## src/rtl/board_io_ctrl.sv

```systemverilog
// rtl/board_io_ctrl.sv - debounced key/switch inputs, LED register and edge interrupts behind Avalon-MM
//
// Purpose : Each raw key/switch input is synchronized (2 flops) and debounced
//           with a per-bit stability counter. The debounced vector {sw, key}
//           (key at bit 0) is readable over a small Avalon-MM register file,
//           which also holds the LED register. When built with the macro
//           BOARD_IO_IRQ_EN, debounced edges selected by EDGE_CFG latch into
//           IRQ_PEND (write-1-to-clear), and irq = |(IRQ_PEND & IRQ_MASK).
//           Without BOARD_IO_IRQ_EN those registers are absent, read 0, and irq is 0.
//
// Register map (word address):
//   0 DATA_IN  RO  debounced {sw, key}
//   1 LED      RW  low N_LED bits
//   2 IRQ_MASK RW  low N_IN bits
//   3 IRQ_PEND RO, write 1 to clear
//   4 EDGE_CFG RW  1 = rising, 0 = falling
//   5-7        read 0, writes ignored
//
// Ports:
//   clk        in   single clock
//   reset      in   asynchronous, active-high reset
//   key_in     in   [N_KEY] raw push buttons, active-low
//   sw_in      in   [N_SW]  raw slide switches
//   led_out    out  [N_LED] LED register contents
//   address    in   [3]  word address
//   read       in   read strobe, readdata valid the following cycle
//   write      in   write strobe, takes effect at the same clock edge
//   writedata  in   [32]
//   readdata   out  [32] held until the next read
//   irq        out  level interrupt request

`timescale 1ns/1ps

module board_io_ctrl #(
  parameter int N_KEY           = 4,
  parameter int N_SW            = 10,
  parameter int N_LED           = 10,
  parameter int DEBOUNCE_CYCLES = 50000
) (
  input  logic             clk,
  input  logic             reset,
  input  logic [N_KEY-1:0] key_in,
  input  logic [N_SW-1:0]  sw_in,
  output logic [N_LED-1:0] led_out,
  input  logic [2:0]       address,
  input  logic             read,
  input  logic             write,
  input  logic [31:0]      writedata,
  output logic [31:0]      readdata,
  output logic             irq
);

  localparam int N_IN = N_KEY + N_SW;
  localparam int CW   = (DEBOUNCE_CYCLES > 1) ? $clog2(DEBOUNCE_CYCLES) : 1;

  // Keys idle high, switches idle low: reset the pipeline to the idle level so
  // that leaving reset never looks like an edge.
  localparam logic [N_IN-1:0] IN_RST   = {{N_SW{1'b0}}, {N_KEY{1'b1}}};
  localparam logic [CW-1:0]   CNT_LAST = CW'(DEBOUNCE_CYCLES - 1);

  localparam logic [2:0] ADDR_DATA_IN  = 3'd0;
  localparam logic [2:0] ADDR_LED      = 3'd1;
  localparam logic [2:0] ADDR_IRQ_MASK = 3'd2;
  localparam logic [2:0] ADDR_IRQ_PEND = 3'd3;
  localparam logic [2:0] ADDR_EDGE_CFG = 3'd4;

  logic [N_IN-1:0] raw_in;
  logic [N_IN-1:0] sync_meta;
  logic [N_IN-1:0] sync_in;
  logic [N_IN-1:0] deb_in;
  logic [N_IN-1:0] deb_next;
  logic [CW-1:0]   cnt      [N_IN];
  logic [CW-1:0]   cnt_next [N_IN];
  logic [31:0]     rd_mux;

  assign raw_in = {sw_in, key_in};

  // ---------------------------------------------------------------------------
  // Two-flop synchronizer
  // ---------------------------------------------------------------------------
  always_ff @(posedge clk or posedge reset) begin
    if (reset) begin
      sync_meta <= IN_RST;
      sync_in   <= IN_RST;
    end else begin
      sync_meta <= raw_in;
      sync_in   <= sync_meta;
    end
  end

  // ---------------------------------------------------------------------------
  // Debounce: a bit must differ from its debounced value for DEBOUNCE_CYCLES
  // consecutive cycles; any cycle of agreement restarts the count. The
  // increment that would reach DEBOUNCE_CYCLES instead commits the new value.
  // ---------------------------------------------------------------------------
  always_comb begin
    deb_next = deb_in;
    for (int i = 0; i < N_IN; i++) begin
      cnt_next[i] = '0;
      if (sync_in[i] != deb_in[i]) begin
        if (cnt[i] == CNT_LAST) begin
          deb_next[i] = sync_in[i];
        end else begin
          cnt_next[i] = cnt[i] + 1'b1;
        end
      end
    end
  end

  always_ff @(posedge clk or posedge reset) begin
    if (reset) begin
      deb_in <= IN_RST;
      for (int i = 0; i < N_IN; i++) begin
        cnt[i] <= '0;
      end
    end else begin
      deb_in <= deb_next;
      for (int i = 0; i < N_IN; i++) begin
        cnt[i] <= cnt_next[i];
      end
    end
  end

  // ---------------------------------------------------------------------------
  // LED register
  // ---------------------------------------------------------------------------
  always_ff @(posedge clk or posedge reset) begin
    if (reset) begin
      led_out <= '0;
    end else if (write && (address == ADDR_LED)) begin
      led_out <= writedata[N_LED-1:0];
    end
  end

`ifdef BOARD_IO_IRQ_EN
  // ---------------------------------------------------------------------------
  // Edge interrupts
  // ---------------------------------------------------------------------------
  logic [N_IN-1:0] irq_mask;
  logic [N_IN-1:0] irq_pend;
  logic [N_IN-1:0] edge_cfg;
  logic [N_IN-1:0] set_evt;
  logic [N_IN-1:0] pend_clr;

  // Events come from deb_next so the pending bit lands on the same edge the
  // debounced value changes.
  assign set_evt  = (~deb_in &  deb_next &  edge_cfg) |
                    ( deb_in & ~deb_next & ~edge_cfg);
  assign pend_clr = (write && (address == ADDR_IRQ_PEND)) ? writedata[N_IN-1:0] : '0;

  always_ff @(posedge clk or posedge reset) begin
    if (reset) begin
      irq_mask <= '0;
      edge_cfg <= '0;
      irq_pend <= '0;
    end else begin
      if (write && (address == ADDR_IRQ_MASK)) begin
        irq_mask <= writedata[N_IN-1:0];
      end
      if (write && (address == ADDR_EDGE_CFG)) begin
        edge_cfg <= writedata[N_IN-1:0];
      end
      // OR-ing the set term last lets a new event win over a same-cycle clear.
      irq_pend <= (irq_pend & ~pend_clr) | set_evt;
    end
  end

  assign irq = |(irq_pend & irq_mask);
`else
  assign irq = 1'b0;
`endif

  // ---------------------------------------------------------------------------
  // Read path: one cycle latency, value held until the next read
  // ---------------------------------------------------------------------------
  always_comb begin
    rd_mux = '0;
    case (address)
      ADDR_DATA_IN:  rd_mux[N_IN-1:0]  = deb_in;
      ADDR_LED:      rd_mux[N_LED-1:0] = led_out;
`ifdef BOARD_IO_IRQ_EN
      ADDR_IRQ_MASK: rd_mux[N_IN-1:0]  = irq_mask;
      ADDR_IRQ_PEND: rd_mux[N_IN-1:0]  = irq_pend;
      ADDR_EDGE_CFG: rd_mux[N_IN-1:0]  = edge_cfg;
`endif
      default:       rd_mux = '0;
    endcase
  end

  always_ff @(posedge clk or posedge reset) begin
    if (reset) begin
      readdata <= '0;
    end else if (read) begin
      readdata <= rd_mux;
    end
  end

  // Upper writedata bits have no storage behind them.
  logic unused_wdata;
  assign unused_wdata = ^writedata;

endmodule

```

## config.mk

```make
export PLATFORM = sky130hd
export DESIGN_NAME = board_io_ctrl
export DESIGN_NICKNAME = d
export VERILOG_FILES = /design/src/rtl/board_io_ctrl.sv
export SDC_FILE = /design/constraint.sdc
export NUM_CORES = 1
export LEC_CHECK = 0
export CAP_MARGIN = 20
export CORE_UTILIZATION = 50
export CTS_CLUSTER_SIZE = 28
export DETAILED_ROUTE_END_ITERATION = 6
export PLACE_DENSITY = 0.75
export SLEW_MARGIN = 10
export SYNTH_ARGS = -nofsm -noshare
export SYNTH_HDL_FRONTEND = slang
export SYNTH_SLANG_ARGS = --single-unit
```

## constraint.sdc

```tcl
create_clock -name clk -period 10.2 [get_ports clk]
set_input_delay 1.02 -clock clk [delete_from_list [all_inputs] [get_ports clk]]
set_output_delay 1.02 -clock clk [all_outputs]
set_load 0.03 [all_outputs]
```

==> summary.md, run 1 <==
| Metric | Value |
|---|---|
| Post-CTS Repair Setup Buffers | `0` |
| DRC Markers | `6` |
| Top_reg_cell synth | `dfrtp_1` |
| Share of post-route cells with drive strength above 1 | `8.08%` |
| Number of buffers added on ports | `54` |
| Leak | `6.19 nW` |
| Area contributors post-synth | `dfrtp_1 (51%), xnor2_1 (10%), nor2_1 (7.1%)` |
| Worst-skew pair later-pin latency | `550 ps` |
| Worst Tran Pin Value | `1060 ps` |
| Post-CTS Resized | `0` |
| Tcrit/Tclk final | `30.2%` |
| Nets@finish | `1429` |
| Fraction of registers with async set/reset | `100%` |
| Die span in y | `166 µm` |
| DRT Pass-1 Iters | `7` |
| Die Area | `27700 µm²` |
| Max Clock Freq | `0.324 GHz` |
| Hold Fails Final Rpt | `0` |
| CP Max Fanout | `11` |
| Post-synthesis sequential area ratio | `53.8%` |
| Ys Warns | `0` |
| Vias in the first global route | `9238` |
| DR WL/cell | `14.2 µm` |
| Clk slew on worst S/H paths | `60 ps` |
| Peak supply drop | `142 µV` |
| Final clock skew | `9.64 ps` |
| Kind of critical path | `in2reg` |
| Yosys top cell by area | `dfrtp_1` |
| Largest net degree at the start of global routing | `133` |
| Final HPWL DP | `15700 µm` |
| Failing checks | `DRC` |
| Final core utilization | `58.3%` |
| Slew HR | `29.0%` |
| Clock share of power | `43.5%` |
| Max Cap Viol | `0` |
| Yosys cell types | `38` |
| P_sw | `569 µW` |
| Htree depth | `1` |
| Bufs on Longest Clock Path | `3` |
| CTS root buf | `clkbuf_16` |
| HP Class | `reg2reg` |
| Syn avg cell area | `10.5 µm²` |
| Fin Hold WS | `347 ps` |
| Max-slew violations | `0` |
| Outcome | `finished, violations left` |
| Area Growth Syn to Fin | `13.2%` |
| Post-CTS Hold Buffers | `0` |
| RSZ-0062 raised after global routing | `false` |
| CP Launch Type | `primary input` |
| Yosys top cell area share | `51.4%` |
| Row cnt | `59` |
| Global-route wire length before repair | `42700 µm` |
| CP Capture Type | `flip-flop` |
| Final ANT Viol Nets | `0` |
| Total number of vias | `9238` |
| Total Power | `2.41 mW` |
| Pwr/cell area | `158 nW/µm²` |
| Synthesized area | `13500 µm²` |
| Setup TNS | `0 ps` |
| Power Internal | `1.84 mW` |
| I/O Pins | `96` |
| Reg power frac | `50.2%` |
| Synth cell count leaders | `dfrtp_1 (278), nor2_1 (255), xnor2_1 (161)` |
| Final critical-path setup slack | `7120 ps` |
| Num CTS Buffers | `31` |
| Setup Viol. Count Final | `0` |
| Min Tclk post-route | `3080 ps` |
| TritonCTS clock tree | `yes` |
| Die Span X | `166 µm` |
| Congestion Overflow GR | `0` |
| 1st-iter DRT viols | `510` |
| Core area | `26300 µm²` |
| Initial antenna violation count | `0` |
| DP Worst Slack | `6540 ps` |
| Initial Utilization | `51.5%` |
| DRT Wirelength | `24400 µm` |
| Post-synth EDFFs | `0` |
| Combinational Power Share | `6.3%` |
| Clock sink count | `290` |
| Vias/cell | `5.36` |
| Synth Instances | `1292` |
| Most numerous cell in the Yosys netlist | `dfrtp_1` |
| Critical path data required time | `10620 ps` |
| Sw Share | `23.6%` |
| GPL Wtd Cong | `0.813` |
| GR Util All Layers | `18.1%` |
| Register bit count reported by yosys | `290` |
| CP arrival | `3510 ps` |
-- power by group through the flow --
stage,Sequential [mW],Combinational [mW],Clock (mW)
after floorplan,1.25,0.0842,0
after global placement,1.23,0.152,0
after detailed placement,1.23,0.154,0
after CTS,1.21,0.155,1.08
after global routing,1.21,0.170,1.12
final,1.21,0.153,1.05
-- stage by stage --
stage,cells,cell area (µm²)
global placement,1663,14300
CTS,1720,15300
detailed placement,1663,14300
floorplan,1310,13600
finish,1722,15300
global route,1721,15300
-- area by class of cell --
type / count / area, µm²
Antenna cell: 1 / 2.50
Sequential cell: 290 / 7270
Timing Repair Buffer: 59 / 598
Clock inverter: 18 / 125
Tap cell: 335 / 419
Inverter: 50 / 195
Clock buffer: 39 / 836
Multi-Input combinational cell: 930 / 5860
Fill cell: 2165 / 11000
-- worst max-delay path, stage by stage --
cell	delay, ps
clkdlybuf4s50_1	500
nor3b_2	860
and2_1	700
mux2_2	420
-- layer usage --
metal | vias to the layer above | global-route usage, % | wire (µm) | part of all wire (%)
li1 | 4568 | - | - | -
met1 | 4474 | 24.9 | 11400 | 47
met2 | 152 | 30.2 | 11600 | 48
met3 | 44 | 2.54 | 933 | 3.8
met4 | 0 | 5.07 | 494 | 2.0
met5 | - | 0 | 0 | 0
-- kinds of logic after synthesis --
family,after synthesis,synth area share [%]
buffers and inverters,90,3.50
AOI/OAI and AO/OA,43,3.21
adders and majority gates,14,1.29
DFF,290,53.8
xor gates and xnor gates,204,13.2
muxes,24,2.00
other,1,0.0277
and+or+nand+nor,626,23.0
-- sequential cells by signal, indices dropped and copies added, names as in the netlist --
name / count
cnt: 224
deb_in: 14
readdata: 14
sync_in: 14
sync_meta: 14
led_out: 10
-- worst paths after layout --
check	start	to	slack [ps]	depth (start not counted)
max	address[0]	led_out[1]	7120	4
min	sync_meta[7]	sync_in[7]	350	0
max reg2reg	cnt[220]	cnt[211]	8080	4
min reg2reg	sync_meta[7]	sync_in[7]	350	0
max in group asynchronous	reset	cnt[121]	7750	3
min in group asynchronous	reset	cnt[170]	1070	2
-- layout by cell type (no fill, tap or decap), types with 8 or more instances in the layout --
master	synthesis	routed
nand2_1	49	49
dfstp_2	12	12
nor4bb_1	12	12
nand4_1	54	54
xnor2_1	161	161
ha_1	14	14
a22oi_1	10	10
clkbuf_16	0	31
clkdlybuf4s50_1	0	54
o41ai_4	8	8
dfrtp_1	278	278
nor4_1	59	59
nor3_1	52	51
a21oi_1	16	16
clkinv_2	0	13
mux2_2	24	24
nand3_1	84	84
nor2_1	255	255
xor2_1	43	43
and3_1	18	18
conb_1	1	19
nor4b_1	11	11
inv_1	50	49
Power figures use the tool's default switching activity.
==> run 2, diff against run 1 <==
Settings changed: PLACE_DENSITY 0.75 to 0.77.
Clock period 10.2 ns to 2.6 ns, I/O delays scaled along.
==> run 2 against run 1 <==
Compared with the run above: the run still ends with DRC left; setup slack lost 6500 ps; global-route usage about the same; clock-buffer cell count rose by 4; clock power rose to 4.4 times the previous value; first-iteration DRC count rose by 8.4%; via count rose by 1.2%; die area is the same; utilization up 0.88 points; largest cell class unchanged; largest power group unchanged.
==> summary.md, run 2 (synthesized netlist as in run 1, its figures left out) <==
| Metric | Value |
|---|---|
| Worst-skew pair later-pin latency | `550 ps` |
| I/O Pins | `96` |
| TritonCTS clock tree | `yes` |
| Num CTS Buffers | `31` |
| DRC Markers | `3` |
| Max Clock Freq | `0.504 GHz` |
| Max-slew violations | `0` |
| Initial Utilization | `51.5%` |
| Largest net degree at the start of global routing | `86` |
| Congestion Overflow GR | `0` |
| Die span in y | `166 µm` |
| Commonest non-fill, non-tap cell in the layout | `dfrtp_1` |
| Tcrit/Tclk final | `76.3%` |
| Vias/cell | `5.40` |
| Peak supply drop | `538 µV` |
| Final clock skew | `15.8 ps` |
| Worst Tran Pin Value | `596 ps` |
| Die Span X | `166 µm` |
| HP Class | `in2reg` |
| Vias in the first global route | `9275` |
| Fillcell total | `2174` |
| CTS root buf | `clkbuf_16` |
| Hold Fails Final Rpt | `0` |
| Global-route wire length before repair | `42900 µm` |
| Htree depth | `1` |
| GR Util All Layers | `18.1%` |
| Min Tclk post-route | `1980 ps` |
| Kind of critical path | `reg2reg` |
| CP Max Fanout | `9` |
| Share of post-route cells with drive strength above 1 | `8.73%` |
| Setup TNS | `0 ps` |
| GPL Wtd Cong | `0.831` |
| Slew HR | `60.3%` |
| Initial antenna violation count | `0` |
| Final HPWL DP | `16000 µm` |
| Row cnt | `59` |
| Critical path data required time | `3030 ps` |
| Crit path largest cell delay | `660 ps` |
| Clock sink count | `290` |
| CP Launch Type | `flip-flop` |
| Post-CTS Hold Buffers | `0` |
| Max Cap Viol | `0` |
| Area Growth Syn to Fin | `14.9%` |
| Final core utilization | `59.1%` |
| Total number of vias | `9353` |
| RSZ-0062 raised after global routing | `false` |
| Slowest-stage cell, CP | `o41ai_4` |
| DRT Wirelength | `24200 µm` |
| DR WL/cell | `14.0 µm` |
| Setup Viol. Count Final | `0` |
| Leak | `6.30 nW` |
| Fin Hold WS | `111 ps` |
| Post-CTS Repair Setup Buffers | `0` |
| CP arrival | `2420 ps` |
| Pwr/cell area | `642 nW/µm²` |
| Number of buffers added on ports | `54` |
| Final ANT Viol Nets | `0` |
| DRT Pass-1 Iters | `7` |
| Outcome | `finished, violations left` |
| Clk slew on worst S/H paths | `60 ps` |
| Max FFs per register | `224` |
| Nets@finish | `1440` |
| Top reg by flops | `cnt` |
| Most frequent cells in the layout | `dfrtp_1 (278), nor2_1 (255), xnor2_1 (161), nand3_1 (84), nor4_1 (59)` |
| Die Area | `27700 µm²` |
| ANT cells | `0` |
| Post-CTS Resized | `0` |
| Critical-path cell list | `ha_1 > nand3_1 > o41ai_4 > buf_4 > nor2_1` |
| CP Capture Type | `flip-flop` |
| Failing checks | `DRC` |
| Bufs on Longest Clock Path | `3` |
| 1st-iter DRT viols | `553` |
| Core area | `26300 µm²` |
## run 2: cell count changes in the layout (fill, tap and decap cells not counted), sizes merged
cell,change
buf,+11
clkbuf,+4
inv,+1
clkinvlp,-1
clkinv,-7
diode,-1
bufinv,+4
## run 2: cell type report
class / count / area, µm² / share of cell area (%)
tap: 335 / 419 / 2.70
inverter: 50 / 191 / 1.23
sequential: 290 / 7270 / 46.8
clock inverter: 15 / 215 / 1.38
multi-input combinational: 930 / 5860 / 37.7
clock buffer: 43 / 871 / 5.60
timing repair buffer: 70 / 711 / 4.57
## run 2: per-layer routing
layer | GRT usage, % | up-vias | wire length (µm)
li1 | - | 4583 | -
met1 | 25.2 | 4599 | 11600
met2 | 29.9 | 146 | 11400
met3 | 2.69 | 25 | 844
met4 | 4.55 | 0 | 406
met5 | 0 | - | 0
## run 2: power breakdown
group	internal (mW)	switching, mW
clock network	2.84	1.78
logic	0.238	0.376
registers	4.64	0.106
## run 2: worst max-delay path: cells and delay by family, from the launching register on
family	cells	cell delay, ps
AO/OA/AOI/OAI	1	660
adder cells (fa/ha/maj)	1	200
flip-flops	1	390
buffers and inverters	1	260
AND/OR/NAND/NOR	2	370
## run 2: worst paths after layout
check                      depth (start not counted)  slack (ps)    startpoint            to
max reg2reg                                        5         620       cnt[48]       cnt[52]
min                                                1         110     key_in[2]  sync_meta[2]
min in group asynchronous                          2         130         reset      cnt[161]
min reg2reg                                        0         350  sync_meta[6]    sync_in[6]
max in group asynchronous                          3        1650         reset  sync_meta[2]
max                                                5         620       cnt[48]       cnt[52]
## run 2: metrics by stage
stage | setup WS (ps) | power, mW | area [µm²] | cells
final | 617 | 9.97 | 15500 | 1733
after global routing | 406 | 10.3 | 15500 | 1733
after global placement | 606 | 5.44 | 14500 | 1675
after floorplan | -1500 | 5.23 | 13600 | 1310
after detailed placement | 599 | 5.45 | 14500 | 1675
after CTS | 586 | 10.1 | 15500 | 1733
